<file path="config.mk">
export PLATFORM = sky130hd
export DESIGN_NAME = rcm
export DESIGN_NICKNAME = d
export VERILOG_FILES = /design/src/rtl/rcm_pkg.sv /design/src/rtl/rcm_time_cmp.sv /design/src/rtl/rcm.sv
export SDC_FILE = /design/constraint.sdc
export NUM_CORES = 1
export LEC_CHECK = 0
export ABC_CLOCK_PERIOD_IN_PS = 23600
export CAP_MARGIN = 10
export CORE_AREA = 4 4 305 307
export CTS_CLUSTER_DIAMETER = 50
export DETAILED_ROUTE_END_ITERATION = 8
export DIE_AREA = 0 0 309 311
export GPL_TIMING_DRIVEN = 0
export PLACE_DENSITY_LB_ADDON = 0.25
export SETUP_SLACK_MARGIN = 0.4
export SYNTH_ARGS = -nofsm -noshare
export SYNTH_HDL_FRONTEND = slang
export SYNTH_HIERARCHICAL = 1
export SYNTH_SLANG_ARGS = --single-unit
</file>
<file path="constraint.sdc">
create_clock -name CLK -period 23.6 [get_ports CLK]
set_input_delay 4.72 -clock CLK [delete_from_list [all_inputs] [get_ports CLK]]
set_output_delay 4.72 -clock CLK [all_outputs]
set_load 0.01 [all_outputs]
</file>
<file path="src/rtl/rcm_pkg.sv">
// rcm_pkg: command word layout, free marker, unpack helper, FSM states and entry classes
package rcm_pkg;
   localparam int W      = 338;
   localparam int TS_MSB = 337, TS_LSB = 274;
   localparam int FQ_MSB = 273, FQ_LSB = 226;
   localparam int FS_MSB = 225, FS_LSB = 178;
   localparam int FR_MSB = 177, FR_LSB = 146;
   localparam int NI_MSB = 145, NI_LSB = 130;
   localparam int TY_MSB = 129, TY_LSB = 128;
   localparam int TI_MSB = 127, TI_LSB = 96;
   localparam int TP_MSB = 95,  TP_LSB = 64;
   localparam int B1_MSB = 63,  B1_LSB = 32;
   localparam int B2_MSB = 31,  B2_LSB = 0;
   localparam logic [63:0] FREE_TIME = 64'hFFFF_FFFF_FFFF_FFFF;

   typedef struct packed {
      logic [63:0] time_start;
      logic [47:0] freq;
      logic [47:0] freq_step;
      logic [31:0] freq_rate;
      logic [15:0] n_impulse;
      logic [1:0]  type_impulse;
      logic [31:0] interval_ti;
      logic [31:0] interval_tp;
      logic [31:0] tblank1;
      logic [31:0] tblank2;
   } cmd_word_t;

   typedef enum logic [2:0] {S_IDLE, S_RD, S_WAIT, S_CHECK, S_OUT, S_CLR} state_t;
   typedef enum logic [1:0] {C_FREE, C_STALE, C_DUE, C_FUTURE} cls_t;

   function automatic cmd_word_t unpack_cmd(input logic [W-1:0] w);
      cmd_word_t c;
      c.time_start   = w[TS_MSB:TS_LSB];
      c.freq         = w[FQ_MSB:FQ_LSB];
      c.freq_step    = w[FS_MSB:FS_LSB];
      c.freq_rate    = w[FR_MSB:FR_LSB];
      c.n_impulse    = w[NI_MSB:NI_LSB];
      c.type_impulse = w[TY_MSB:TY_LSB];
      c.interval_ti  = w[TI_MSB:TI_LSB];
      c.interval_tp  = w[TP_MSB:TP_LSB];
      c.tblank1      = w[B1_MSB:B1_LSB];
      c.tblank2      = w[B2_MSB:B2_LSB];
      return c;
   endfunction
endpackage

</file>
<file path="src/rtl/rcm_time_cmp.sv">
// rcm_time_cmp: classifies an entry's start time against now and the dispatch window
module rcm_time_cmp
   import rcm_pkg::*;
#(
   parameter logic [63:0] LEAD = 64'd1000
) (
   input  logic [63:0] time_start,
   input  logic [63:0] time_now,
   output cls_t        cls
);
   logic [64:0] win_end;
   assign win_end = {1'b0, time_now} + {1'b0, LEAD};
   // free marker wins, then past, then inside the window; 65-bit end avoids wrap near max time
   always_comb
      cls = time_start == FREE_TIME        ? C_FREE  :
            time_start < time_now          ? C_STALE :
            {1'b0, time_start} <= win_end  ? C_DUE   : C_FUTURE;
endmodule

</file>
<file path="src/rtl/rcm.sv">
// rcm: scans the command memory, dispatches due commands, counts stale ones, requests clears
module rcm
   import rcm_pkg::*;
#(
   parameter int          N_IDX  = 255,
   parameter int          RD_LAT = 1,
   parameter logic [63:0] LEAD   = 64'd1000
) (
   input  logic          CLK,
   input  logic          rst,
   input  logic          ENABLE,
   input  logic [63:0]   TIME_NOW,
   output logic          RD_REG,
   output logic [7:0]    rd_REG_ADDR,
   input  logic [337:0]  MEM_Q,
   output logic          CLR_REQ,
   output logic [7:0]    CLR_ADDR,
   input  logic          CLR_ACK,
   output logic          CMD_VALID,
   input  logic          CMD_READY,
   output logic [47:0]   FREQ,
   output logic [47:0]   FREQ_STEP,
   output logic [31:0]   FREQ_RATE,
   output logic [63:0]   TIME_START,
   output logic [15:0]   N_impulse,
   output logic [1:0]    TYPE_impulse,
   output logic [31:0]   Interval_Ti,
   output logic [31:0]   Interval_Tp,
   output logic [31:0]   Tblank1,
   output logic [31:0]   Tblank2,
   output logic          BUSY,
   output logic [15:0]   STALE_CNT
);
   state_t    state, state_nx;
   cls_t      cls;
   cmd_word_t cw, f;
   logic [7:0] addr, addr_nx;
   logic [1:0] wcnt;
   logic       adv;

   assign cw = unpack_cmd(MEM_Q);

   rcm_time_cmp #(.LEAD(LEAD)) u_cmp (
      .time_start (cw.time_start),
      .time_now   (TIME_NOW),
      .cls        (cls)
   );

   assign addr_nx = addr == 8'(N_IDX) ? 8'd0 : addr + 8'd1;
   assign adv     = (state == S_CHECK && (cls == C_FREE || cls == C_FUTURE)) || (state == S_CLR && CLR_ACK);

   // state register
   always_ff @(posedge CLK or posedge rst) begin
      if (rst) state <= S_IDLE;
      else     state <= state_nx;
   end

   // next-state: OUT and CLR always run to completion, ENABLE only gates the next read
   always_comb begin
      state_nx = state;
      case (state)
         S_IDLE:  state_nx = ENABLE ? S_RD : S_IDLE;
         S_RD:    state_nx = S_WAIT;
         S_WAIT:  state_nx = wcnt == 2'(RD_LAT - 1) ? S_CHECK : S_WAIT;
         S_CHECK: state_nx = cls == C_DUE ? S_OUT : cls == C_STALE ? S_CLR : ENABLE ? S_RD : S_IDLE;
         S_OUT:   state_nx = CMD_READY ? S_CLR : S_OUT;
         S_CLR:   state_nx = CLR_ACK ? (ENABLE ? S_RD : S_IDLE) : S_CLR;
         default: state_nx = S_IDLE;
      endcase
   end

   // strobes decoded from the state register only, so no input reaches an output
   always_comb begin
      RD_REG    = state == S_RD;
      CMD_VALID = state == S_OUT;
      CLR_REQ   = state == S_CLR;
      BUSY      = state != S_IDLE;
   end

   assign rd_REG_ADDR = addr;
   assign CLR_ADDR    = addr;

   // scan position, read-latency counter, stale counter and captured command fields
   always_ff @(posedge CLK or posedge rst) begin
      if (rst) begin
         addr      <= '0;
         wcnt      <= '0;
         STALE_CNT <= '0;
         f         <= '0;
      end else begin
         if (adv) addr <= addr_nx;
         wcnt <= state == S_WAIT ? wcnt + 2'd1 : 2'd0;
         if (state == S_CHECK && cls == C_STALE && STALE_CNT != 16'hFFFF) STALE_CNT <= STALE_CNT + 16'd1;
         if (state == S_CHECK && cls == C_DUE) f <= cw;
      end
   end

   assign TIME_START   = f.time_start;
   assign FREQ         = f.freq;
   assign FREQ_STEP    = f.freq_step;
   assign FREQ_RATE    = f.freq_rate;
   assign N_impulse    = f.n_impulse;
   assign TYPE_impulse = f.type_impulse;
   assign Interval_Ti  = f.interval_ti;
   assign Interval_Tp  = f.interval_tp;
   assign Tblank1      = f.tblank1;
   assign Tblank2      = f.tblank2;
endmodule
</file>
# After elaboration in Yosys (flattened, before gate mapping)
# Index checks and enable logic that the tools add are counted.
[word_totals] inputBits=407 regBits=367 out_inout_bits=374
[op_classes] n_reduce_logical=11 addsub=4 n_mux=12 n_lt_le_gt_ge=2 eq_ne=11
[ops] cell="$add 64x10->65 const B" n=1
[ops] cell="$le 64x65->1" n=1
[ops] cell="$eq 64x64->1 const B" n=1
[ops] cell="$lt 64x64->1" n=1
[ops] cell="$pmux 3 s6" n=1
[ops] cell="$add 16x1->16 const B" n=1
[ops] cell="$ne 16x16->1 const B" n=1
[ops] cell="$mux 3" n=3
[ops] cell="$add 8x1->8 const B" n=1
[ops] cell="$eq 8x8->1 const B" n=1
[ops] cell="$mux 8" n=1
[ops] cell="$eq 3x2->1 const B" n=2
[ops] cell="$eq 3x3->1 const B" n=2
[ops] cell="$mux 2" n=3
[ops] cell="$logic_and 1x1->1" n=5
[ops] cell="$eq 2x2->1 const B" n=2
[ops] cell="$logic_not 2->1" n=2
[ops] cell="$mux 1" n=4
[ops] cell="$eq 3x1->1 const B" n=1
[ops] cell="$logic_not 3->1" n=1
[ops] cell="$reduce_bool 3->1" n=1
[ops] cell="$add 2x1->2 const B" n=1
[ops] cell="$eq 2x1->1 const B" n=1
[ops] cell="$logic_or 1x1->1" n=2

# Depth between registers and ports, before layout
# Gate-level depths: netlist (run 1).
[logic_depth] depth_word=9 depth_mapped=21 ltp_nobuf=21

# By module
# Netlist (run 1), hierarchy kept.
[by_module_without_submodules] mod="rcm" seq_area_each_um2=9183.8 n_inst=1 cells_each=872 area_per_inst_um2=14128.6
[by_module_without_submodules] mod="rcm_time_cmp" seq_area_each_um2=0.0 n_inst=1 cells_each=578 area_per_inst_um2=4262.8

# Worst setup path after synthesis (run 1)
# OpenSTA, ideal clock, no wires.
[synth_timing] path_kind="input port to flip-flop" startpoint="input port TIME_NOW[5]" endpoint="register addr[1] (netlist: CLR_ADDR[1])" path_slack_ns=14.742 arrival_time_ns=8.733 setup_time_ns=0.125 stages=20 n_path_buf=0 cell_sequence="or4_1 or3_1 nand3_1 nor4_4 nand4_4 nor2_2 xnor2_1 ha_1 nand4_1 nor3_1 nand4_1 or3_1 o31ai_1 a21oi_1 o21a_1 inv_1 ha_1 and3b_1 o21ai_2 mux2_2"
[synth_between] elab_chain_cells=9 elab_cells_between_ends=11
[synth_lines] item="start: declaration" line_no="rcm.sv:12" text="input logic [63:0] TIME_NOW,"
[synth_lines] item="$add 64x10->65" line_no="rcm_time_cmp.sv:12" text="assign win_end = {1'b0, time_now} + {1'b0, LEAD};"
[synth_lines] item="$le 64x65->1" line_no="rcm_time_cmp.sv:17" text="{1'b0, time_start} <= win_end ? C_DUE : C_FUTURE;"
[synth_lines] item="$mux 1" line_no="rcm_time_cmp.sv:17"
[synth_lines] item="$mux 2 (*)" line_no="rcm_time_cmp.sv:16" text="time_start < time_now ? C_STALE :"
[synth_lines] item="$mux 2 (*)" line_no="rcm_time_cmp.sv:15" text="cls = time_start == FREE_TIME ? C_FREE :"
[synth_lines] item="net cls[0]" line_no="rcm.sv:35" text="cls_t cls;"
[synth_lines] item="$eq 2x2->1 or $logic_not 2->1 (tied branches)" line_no="rcm.sv:50" text="assign adv = (state == S_CHECK && (cls == C_FREE || cls == C_FUTURE)) || (state == S_CLR && CLR_ACK);"
[synth_lines] item="$logic_or 1x1->1 (*)" line_no="rcm.sv:50"
[synth_lines] item="$logic_and 1x1->1 (*)" line_no="rcm.sv:50"
[synth_lines] item="$logic_or 1x1->1 (*)" line_no="rcm.sv:50"
[synth_lines] item="end signal: assignment" line_no="rcm.sv:91" text="if (adv) addr <= addr_nx;"
[synth_lines] item="end: declaration" line_no="rcm.sv:37" text="logic [7:0] addr, addr_nx;"
# Mark *: on every way through the listed nets, which the timed path passes. The rest lies on a longest branch.
# A chain may end at the register's enable or synchronous reset.

# Worst setup path after layout (run 1)
[layout_timing] startpoint="input port TIME_NOW[4]" endpoint="register f, in the netlist TIME_START[63]"
[layout_between] elab_chain_cells=7 elab_cells_between_ends=8
[layout_lines] item="$add 64x10->65" line_no="rcm_time_cmp.sv:12"
[layout_lines] item="$le 64x65->1" line_no="rcm_time_cmp.sv:17"
[layout_lines] item="$mux 1" line_no="rcm_time_cmp.sv:17"
[layout_lines] item="$mux 2 (*)" line_no="rcm_time_cmp.sv:16"
[layout_lines] item="$mux 2 (*)" line_no="rcm_time_cmp.sv:15"
[layout_lines] item="net cls[0]" line_no="rcm.sv:35"
[layout_lines] item="$eq 2x2->1 (*)" line_no="rcm.sv:94" text="if (state == S_CHECK && cls == C_DUE) f <= cw;"
[layout_lines] item="$logic_and 1x1->1 (*)" line_no="rcm.sv:94"
[layout_lines] item="end signal: assignment" line_no="rcm.sv:94"
[layout_lines] item="end: declaration" line_no="rcm.sv:36" text="cmd_word_t cw, f;"
# Marks and branches as above.

==> results of run 1 <==
-- final timing paths --
path	to	slack, ns	cells after the start
max in group asynchronous	Tblank2[12]	17.62	4
min reg2reg	TIME_START[25]	0.50	1
max	TIME_START[63]	12.68	22
min	TIME_START[25]	0.50	1
min in group asynchronous	FREQ[36]	4.63	2
max reg2reg	TIME_START[63]	21.32	5
-- metrics by stage --
step,worst slack [ns],util [%]
after global placement,3.40,30.7
after detailed placement,11.82,30.8
after CTS,12.50,33.4
final,12.68,33.4
after global routing,12.15,33.4
after floorplan,8.69,-
-- per-layer routing --
metal,vias up,wire length [um],global-route usage [%]
li1,6962,-,-
met1,7426,30100,17.7
met2,581,37300,26.5
met3,113,7780,6.73
met4,26,1770,4.55
met5,-,245,0.708
-- flip-flops by register name, indices dropped and copies added (netlist names), 32 cells and up --
name	count
FREQ_STEP	48
Interval_Tp	32
Interval_Ti	32
TIME_START	64
Tblank2	32
Tblank1	32
FREQ	48
FREQ_RATE	32
-- cell families after synthesis --
group           share of synthesized area, %
simple gates                            9.19
fa+ha+maj                               8.91
flops                                   49.9
buf+inv                                 3.18
compound gates                          4.21
mux                                     21.0
xor+xnor                                3.62
-- cells in the mapped netlist (all sizes together), types with 2 or more instances --
cell	n
inv	76
xor2	15
nor2	33
nand2	67
o21ai	28
o2111ai	2
a21o	5
a221oi	4
and4	17
and3b	2
mux2	341
buf	48
a21boi	2
and2	4
nor3	21
a211oi	8
dfrtp	367
nand4	53
ha	131
o21a	5
o22ai	2
xnor2	61
nand2b	8
nor2b	6
o31ai	4
o221ai	5
a21oi	44
nor4	12
a2111oi	2
and3	14
o211ai	5
nand3	32
or3	8
nor3b	2
-- where the power goes --
part,internal [mW],switching [mW],total (mW)
combinational,0.810,0.531,1.34
clock,0.643,0.351,0.994
sequential,0.923,0.185,1.11
total,2.38,1.07,3.44
-- cell usage in the layout, fill, tap and decap left out, drive strengths merged, types with 4 or more instances in the layout --
cell type | netlist | final
nor2 | 33 | 33
nand4 | 53 | 53
and2 | 4 | 4
a211oi | 8 | 8
o21ai | 28 | 28
bufinv | 0 | 12
buf | 48 | 51
o221ai | 5 | 5
nand2b | 8 | 8
clkdlybuf4s50 | 0 | 780
dfrtp | 367 | 367
and3 | 14 | 14
nand3 | 32 | 32
nor4 | 12 | 12
a21oi | 44 | 44
clkbuf | 0 | 74
nor3 | 21 | 21
a21o | 5 | 5
xnor2 | 61 | 61
clkinvlp | 0 | 5
ha | 131 | 131
o211ai | 5 | 5
diode | 0 | 16
clkinv | 0 | 11
a221oi | 4 | 4
mux2 | 341 | 341
o21a | 5 | 5
inv | 76 | 88
nand2 | 67 | 67
nor2b | 6 | 6
xor2 | 15 | 15
or3 | 8 | 8
o31ai | 4 | 4
and4 | 17 | 17
-- area by class of cell --
cell class,instances,area [um^2],share of cell area (%)
multi-input combinational,959,8620,28.6
inverter,76,293,0.973
buffer,48,299,0.994
clock buffer,74,1670,5.54
sequential,367,9180,30.5
antenna,16,40.0,0.133
tap,1176,1470,4.89
clock inverter,40,632,2.10
timing repair buffer,783,7890,26.2
==> results.txt, run 1 <==
first-pass GRT wire length = 112,000 um
Mapped Cells = 1,450
skew final = 0.0212 ns
final setup violation count = 0
Site Rows = 110
Final Hold Viols = 0
status = complete, no violations
initial antenna violation count = 31
Die X = 309 um
Syn Std Cell Area = 18,400 um^2
First-pass DRT Iterations = 5
Worst Setup Start Kind = primary input
PortBufs = 780
Routed wire per std cell = 21.8 um
CTS clk-pin slew, worst paths = 0.05 ns
post-synth net total = 1,988
clock sinks = 367
Worst Setup End Kind = flip-flop
Worst Hold Class = flip-flop to flip-flop
grt total ovfl = 0
Final Cell Area = 30,100 um^2
ANT nets after route = 0
sum of buffers and inverters on the critical path = 4
worst skew pair latency = 0.64 ns
Area contributors post-synth = dfrtp_1 50%, mux2_2 21%, ha_1 8.9%
global-route usage over all layers = 15.6%
Remaining DRCs = 0
number of global-route vias before repair = 16,520
Max Transition Viols Final = 0
Slew headroom = 43.3%
H-tree lvl count = 2
largest net degree at the start of global routing = 111
Synth Warn # = 6
share of cells above drive strength 1 = 22.7%
Initial Utilization = 20.4%
hold buffer count at cts = 0
Overall Power = 3.44 mW
fillers = 9,037
Main synth FF type = dfrtp_1
total core area = 90,000 um^2
CP Cell Sequence = clkdlybuf4s50_1 > ha_1 > or3_1 > nand3_1 > nor4_4 > nand4_4 > nor2_2 > xnor2_1 > ha_1 > nand4_1 > nor3_1 > nand4_1 > or3_1 > o31ai_1 > a21oi_1 > o21a_1 > inv_1 > ha_1 > nand3_2 > buf_2 > buf_2 > mux2_2
Peak VDD IR = 67.5 uV
cell mode on critical path = ha_1
Synth top area share = 49.9%
post-synth top area cell = dfrtp_1
Worst Path Max Fanout = 10
Critical Path Slowest Stage Cell = nor4_4
CP Class = primary input to flip-flop
FF+latch count, synth = 367
post-DR vias/cell = 4.27
Placed Cells incl. Taps = 3,409
NumNets Final = 2,834
full die area = 96,100 um^2
die height = 311 um
CP max stage delay = 0.76 ns
Leakage = 13.2 nW
DRT Wirelength = 77,200 um
Power Dens Cells = 114 nW/um^2
Ports = 781
clock tree buffer depth = 3
post-synthesis area per instance = 12.7 um^2
via count = 15,108
final hold slack = 0.498 ns
Critical Path Start = TIME_NOW[4]
Worst Min Path Start = TIME_START[25]
fin crit share = 46.3%
fmax = 91.6 MHz
Iteration-0 DRC Markers = 604
cts bufs inserted = 61
CTS tree = yes
Slew @ Worst Pin = 0.846 ns
EDFF count, synth = 0
cell area after placement = 27,800 um^2
P&R area growth vs syn = 63.7%
global placement routability congestion = 0.864
CTS root buffer = clkbuf_16
setup TNS = 0 ns
reg-to-reg startpoint = state[2]
Worst Path Required = 24.10 ns
Max Cap Viol = 0
CP top delay family = simple AND/OR/NAND/NOR gates
Netlist cell types = 68
Tmin final = 10.92 ns
RSZ-0062 raised after global routing = false
register area share after synthesis = 49.9%
Post-CTS Resized = 0
CP Data Arrival Time = 11.42 ns
Post-synth ARST share = 100%
setup bufs post-CTS = 0
Finished Layout Cells = 3,539
DP HPWL = 63,400 um
(Power assumes the default switching activity.)
==> run 2: changes to the inputs <==
ABC_CLOCK_PERIOD_IN_PS = 11020   (was 23600)
CORE_AREA = 4 4 300 302   (was 4 4 305 307)
DIE_AREA = 0 0 304 306   (was 0 0 309 311)
clock period = 11.02 ns   (was 23.6 ns; I/O delays follow)
==> run 2 against run 1 <==
Compared with the run above: global-route usage increased by 0.13 points; clock skew up 0.018 ns; register-to-register slack worse by 12 ns; clock power up 98%; wire length fell by 2.5%; critical path depth unchanged; sequential share of layout area increased by 0.10 points.
==> results.txt, run 2 (synthesized netlist as in run 1, its figures left out) <==
Ports = 781
H-tree lvl count = 2
CTS tree = yes
full die area = 93,000 um^2
Tmin final = 8.20 ns
ANT nets after route = 0
Max Cap Viol = 0
Leakage = 13.2 nW
post-DR vias/cell = 4.26
CP Data Arrival Time = 8.69 ns
largest net degree at the start of global routing = 41
CP Cell Sequence = clkdlybuf4s50_1 > ha_1 > or3_1 > nand3_1 > nor4_4 > nand4_4 > nor2_2 > xnor2_1 > ha_1 > nand4_1 > nor3_1 > nand4_1 > or3_1 > o31ai_1 > a21oi_1 > o21a_1 > inv_1 > ha_1 > nand3_2 > buf_2 > buf_4 > mux2_2
Final Cell Area = 30,000 um^2
Final Hold Viols = 0
Slew headroom = 48.8%
status = complete, no violations
Iteration-0 DRC Markers = 545
clock sinks = 367
global-route usage over all layers = 15.7%
fillers = 8,720
Die X = 304 um
RSZ-0062 raised after global routing = false
cell mode on critical path = ha_1
PortBufs = 780
Routed wire per std cell = 21.3 um
commonest cells after routing, fill and taps aside = 780 x clkdlybuf4s50_1, 367 x dfrtp_1, 340 x mux2_2, 131 x ha_1, 75 x inv_1
Slew @ Worst Pin = 0.760 ns
cell area after placement = 27,900 um^2
hold buffer count at cts = 0
number of global-route vias before repair = 16,617
first-pass GRT wire length = 111,000 um
max reg flops = 64
die height = 306 um
First-pass DRT Iterations = 4
Worst Path Required = 11.52 ns
via count = 15,031
global placement routability congestion = 0.860
fmax = 122 MHz
Worst Setup Start Kind = primary input
initial antenna violation count = 21
setup ws final = 2.82 ns
final setup violation count = 0
CP Class = primary input to flip-flop
cts bufs inserted = 60
Initial Utilization = 21.0%
setup bufs post-CTS = 0
fin crit share = 74.4%
Peak VDD IR = 152 uV
Remaining DRCs = 0
CP max stage delay = 0.73 ns
CTS clk-pin slew, worst paths = 0.06 ns
skew final = 0.0394 ns
P&R area growth vs syn = 63.1%
CP top delay family = simple AND/OR/NAND/NOR gates
Max Transition Viols Final = 0
Site Rows = 109
commonest non-fill, non-tap cell in the layout = clkdlybuf4s50_1
NumNets Final = 2,840
sum of buffers and inverters on the critical path = 4
clock tree buffer depth = 3
Worst Hold Class = flip-flop to flip-flop
pre-CTS WS = 2.03 ns
Critical Path Slowest Stage Cell = nor4_4
Post-CTS Resized = 0
Worst Path Max Fanout = 10
DP HPWL = 62,600 um
share of cells above drive strength 1 = 22.6%
setup TNS = 0 ns
Power Dens Cells = 239 nW/um^2
Worst Setup End Kind = flip-flop
worst skew pair latency = 0.67 ns
CTS root buffer = clkbuf_16
total core area = 87,700 um^2
grt total ovfl = 0
DRT Wirelength = 75,300 um
[run 2: area by class of cell]
cell class                      count  area (um^2)  area share [%]
Multi-Input combinational cell    959         8620            28.7
Sequential cell                   367         9180            30.6
Tap cell                         1165         1460            4.86
Buffer                             48          299           0.997
Clock inverter                     32          474            1.58
Timing Repair Buffer              790         8010            26.7
Inverter                           76          289           0.963
Antenna cell                       15         37.5           0.125
Clock buffer                       75         1630            5.43
[run 2: per-stage QoR]
step / power (mW) / std cells / utilization [%] / hold WS (ns)
6_report: 7.18 / 3527 / 34.2 / 0.500
2_1_floorplan: 3.38 / 1450 / - / 0.522
3_5_place_dp: 5.27 / 3405 / 31.8 / 0.491
4_1_cts: 7.31 / 3512 / 34.2 / 0.503
3_3_place_gp: 5.23 / 3395 / 31.5 / 0.486
5_1_grt: 7.56 / 3521 / 34.2 / 0.510
[run 2: worst paths after layout]
path / cells past startpoint / slack [ns] / end / start
max reg2reg: 5 / 8.85 / Tblank2[4] / state[2]
max in group asynchronous: 7 / 7.27 / CLR_ADDR[1] / rst
min in group asynchronous: 2 / 1.99 / FREQ_STEP[13] / rst
min: 1 / 0.50 / FREQ[26] / FREQ[26]
min reg2reg: 1 / 0.50 / FREQ[26] / FREQ[26]
max: 22 / 2.82 / Tblank2[4] / TIME_NOW[3]
[run 2: metal layers]
layer | vias up | GRT usage (%) | routed length (um)
met5 | - | 0 | 76
met4 | 12 | 4.71 | 1860
met3 | 104 | 6.49 | 6550
met2 | 544 | 27.6 | 37700
met1 | 7389 | 17.4 | 29100
li1 | 6982 | - | -
[run 2: power breakdown]
part / switching [mW] / internal (mW) / total, mW
registers: 0.373 / 1.98 / 2.35
logic: 1.13 / 1.74 / 2.86
clock network: 0.729 / 1.24 / 1.97
total: 2.23 / 4.96 / 7.18
==> run 3: changes to the inputs <==
ABC_CLOCK_PERIOD_IN_PS = 8200   (was 11020)
clock period = 8.2 ns   (was 11.02 ns; I/O delays follow)
==> run 3 against run 2 <==
Compared with the run above: cell area is 0.14% higher; clock skew is 0.00067 ns higher; combinational power is 35% higher; power is 34% higher; count of clock-buffer cells in the layout stayed put; via count is 0.36% higher; non-clock buffer count is 2 higher; critical path type unchanged.
==> results.txt, run 3 (synthesized netlist as in run 1, its figures left out) <==
full die area = 93,000 um^2
largest net degree at the start of global routing = 41
hold depth = 1
status = complete, no violations
setup TNS = 0 ns
Power Dens Cells = 321 nW/um^2
Slew headroom = 47.2%
total core area = 87,700 um^2
share of cells above drive strength 1 = 22.7%
Logic pwr share = 39.8%
via count = 15,085
Ports = 781
CP top delay family = simple AND/OR/NAND/NOR gates
Max Cap Viol = 0
Final Hold Viols = 0
Worst Path Max Fanout = 10
RSZ-0062 raised after global routing = false
Pint = 6.66 mW
global placement routability congestion = 0.860
number of global-route vias before repair = 16,617
global-route usage over all layers = 15.7%
fmax = 136 MHz
post-DR vias/cell = 4.27
Remaining DRCs = 0
Routed wire per std cell = 21.3 um
Worst Setup End Kind = flip-flop
fin crit share = 89.4%
Critical Path Start = TIME_NOW[5]
Overall Power = 9.66 mW
First-pass DRT Iterations = 7
PortBufs = 780
Sw Share = 31.0%
hold buffer count at cts = 0
skew final = 0.0401 ns
P&R area growth vs syn = 63.4%
Worst Hold Class = flip-flop to flip-flop
CP Class = primary input to flip-flop
Site Rows = 109
stages on the worst setup path = 23
reg-to-reg startpoint = state[2]
Iteration-0 DRC Markers = 553
Max Transition Viols Final = 0
final setup violation count = 0
Initial Utilization = 21.0%
max reg flops = 64
ANT nets after route = 0
CP Data Arrival Time = 7.83 ns
Worst Path Required = 8.70 ns
CP Cell Sequence = clkdlybuf4s50_1 > or4_1 > or3_1 > nand3_1 > nor4_4 > buf_12 > nand4_4 > nor2_2 > xnor2_1 > ha_1 > nand4_1 > nor3_1 > nand4_1 > or3_1 > o31ai_1 > a21oi_1 > o21a_1 > inv_1 > ha_1 > nand3_2 > buf_2 > buf_4 > mux2_2
Placed Cells incl. Taps = 3,405
CTS root buffer = clkbuf_16
CTS tree = yes
worst skew pair latency = 0.67 ns
reg2reg path depth = 5
commonest cells after routing, fill and taps aside = 780 x clkdlybuf4s50_1, 367 x dfrtp_1, 340 x mux2_2, 131 x ha_1, 75 x inv_1
power share of the clock group = 27.5%
Flop pwr share = 32.7%
NumNets Final = 2,842
Die X = 304 um
DRT Wirelength = 75,300 um
Finished Layout Cells = 3,529
Critical Path Slowest Stage Cell = or4_1
Slew @ Worst Pin = 0.784 ns
die height = 306 um
initial antenna violation count = 21
first-pass GRT wire length = 111,000 um
fillers = 8,719
grt total ovfl = 0
Worst Setup Start Kind = primary input
Leakage = 13.2 nW
Sw Pwr = 2.99 mW
Worst Min Path Start = FREQ[26]
commonest non-fill, non-tap cell in the layout = clkdlybuf4s50_1
clock tree buffer depth = 3
Tmin final = 7.33 ns
Final Util = 34.3%
CTS clk-pin slew, worst paths = 0.06 ns
Peak VDD IR = 204 uV
clock sinks = 367
CP max stage delay = 0.62 ns
sum of buffers and inverters on the critical path = 5
cts bufs inserted = 60
H-tree lvl count = 2
DP HPWL = 62,600 um
## run 3: changes by cell type in the layout (fill, tap and decap cells not counted)
cell     delta
buf_12      +2
nor2b_2     +1
nor2b_1     -1
## run 3: final cells by class
cell class | count | area, um^2 | area share [%]
sequential | 367 | 9180 | 30.6
inverter | 76 | 289 | 0.962
antenna | 15 | 37.5 | 0.125
tap | 1165 | 1460 | 4.85
buffer | 48 | 299 | 0.995
clock inverter | 32 | 474 | 1.58
timing repair buffer | 792 | 8050 | 26.8
multi-input combinational | 959 | 8630 | 28.7
clock buffer | 75 | 1630 | 5.42
## run 3: path summary, 6_finish.rpt
check,to,slack [ns]
min reg2reg,FREQ[26],0.50
max,Tblank2[2],0.87
min,FREQ[26],0.50
max reg2reg,Tblank2[2],6.04
min in group asynchronous,FREQ_STEP[13],1.42
max in group asynchronous,CLR_ADDR[1],5.01
## run 3: power groups by stage
| stage | logic (mW) | clock network [mW] | registers [mW] |
|---|---|---|---|
| floorplan | 1.06 | 0 | 3.49 |
| global placement | 3.87 | 0 | 3.15 |
| detailed placement | 3.90 | 0 | 3.18 |
| CTS | 3.92 | 2.74 | 3.17 |
| global route | 4.09 | 2.81 | 3.26 |
| finish | 3.85 | 2.65 | 3.16 |
## run 3: per-stage QoR
step / cell area [um^2] / setup WS (ns) / hold slack, ns
after CTS: 30000 / 0.457 / 0.503
after floorplan: 18400 / 1.64 / 0.522
after global placement: 27700 / -1.29 / 0.486
after detailed placement: 27900 / -0.228 / 0.491
after global routing: 30000 / 0.500 / 0.510
final: 30000 / 0.865 / 0.500
## run 3: timing repair
action                                  4_1_cts  5_1_grt
endpoints found under the setup margin        0      320
resized for setup                             0        1
buffers inserted                              0        2
hold endpoints to repair                      0        0
## run 3: per-layer routing
layer | routed length (um) | up-vias | global-route usage (%)
li1 | - | 6983 | -
met1 | 29000 | 7431 | 17.4
met2 | 37700 | 555 | 27.6
met3 | 6620 | 104 | 6.49
met4 | 1860 | 12 | 4.71
met5 | 76 | - | 0
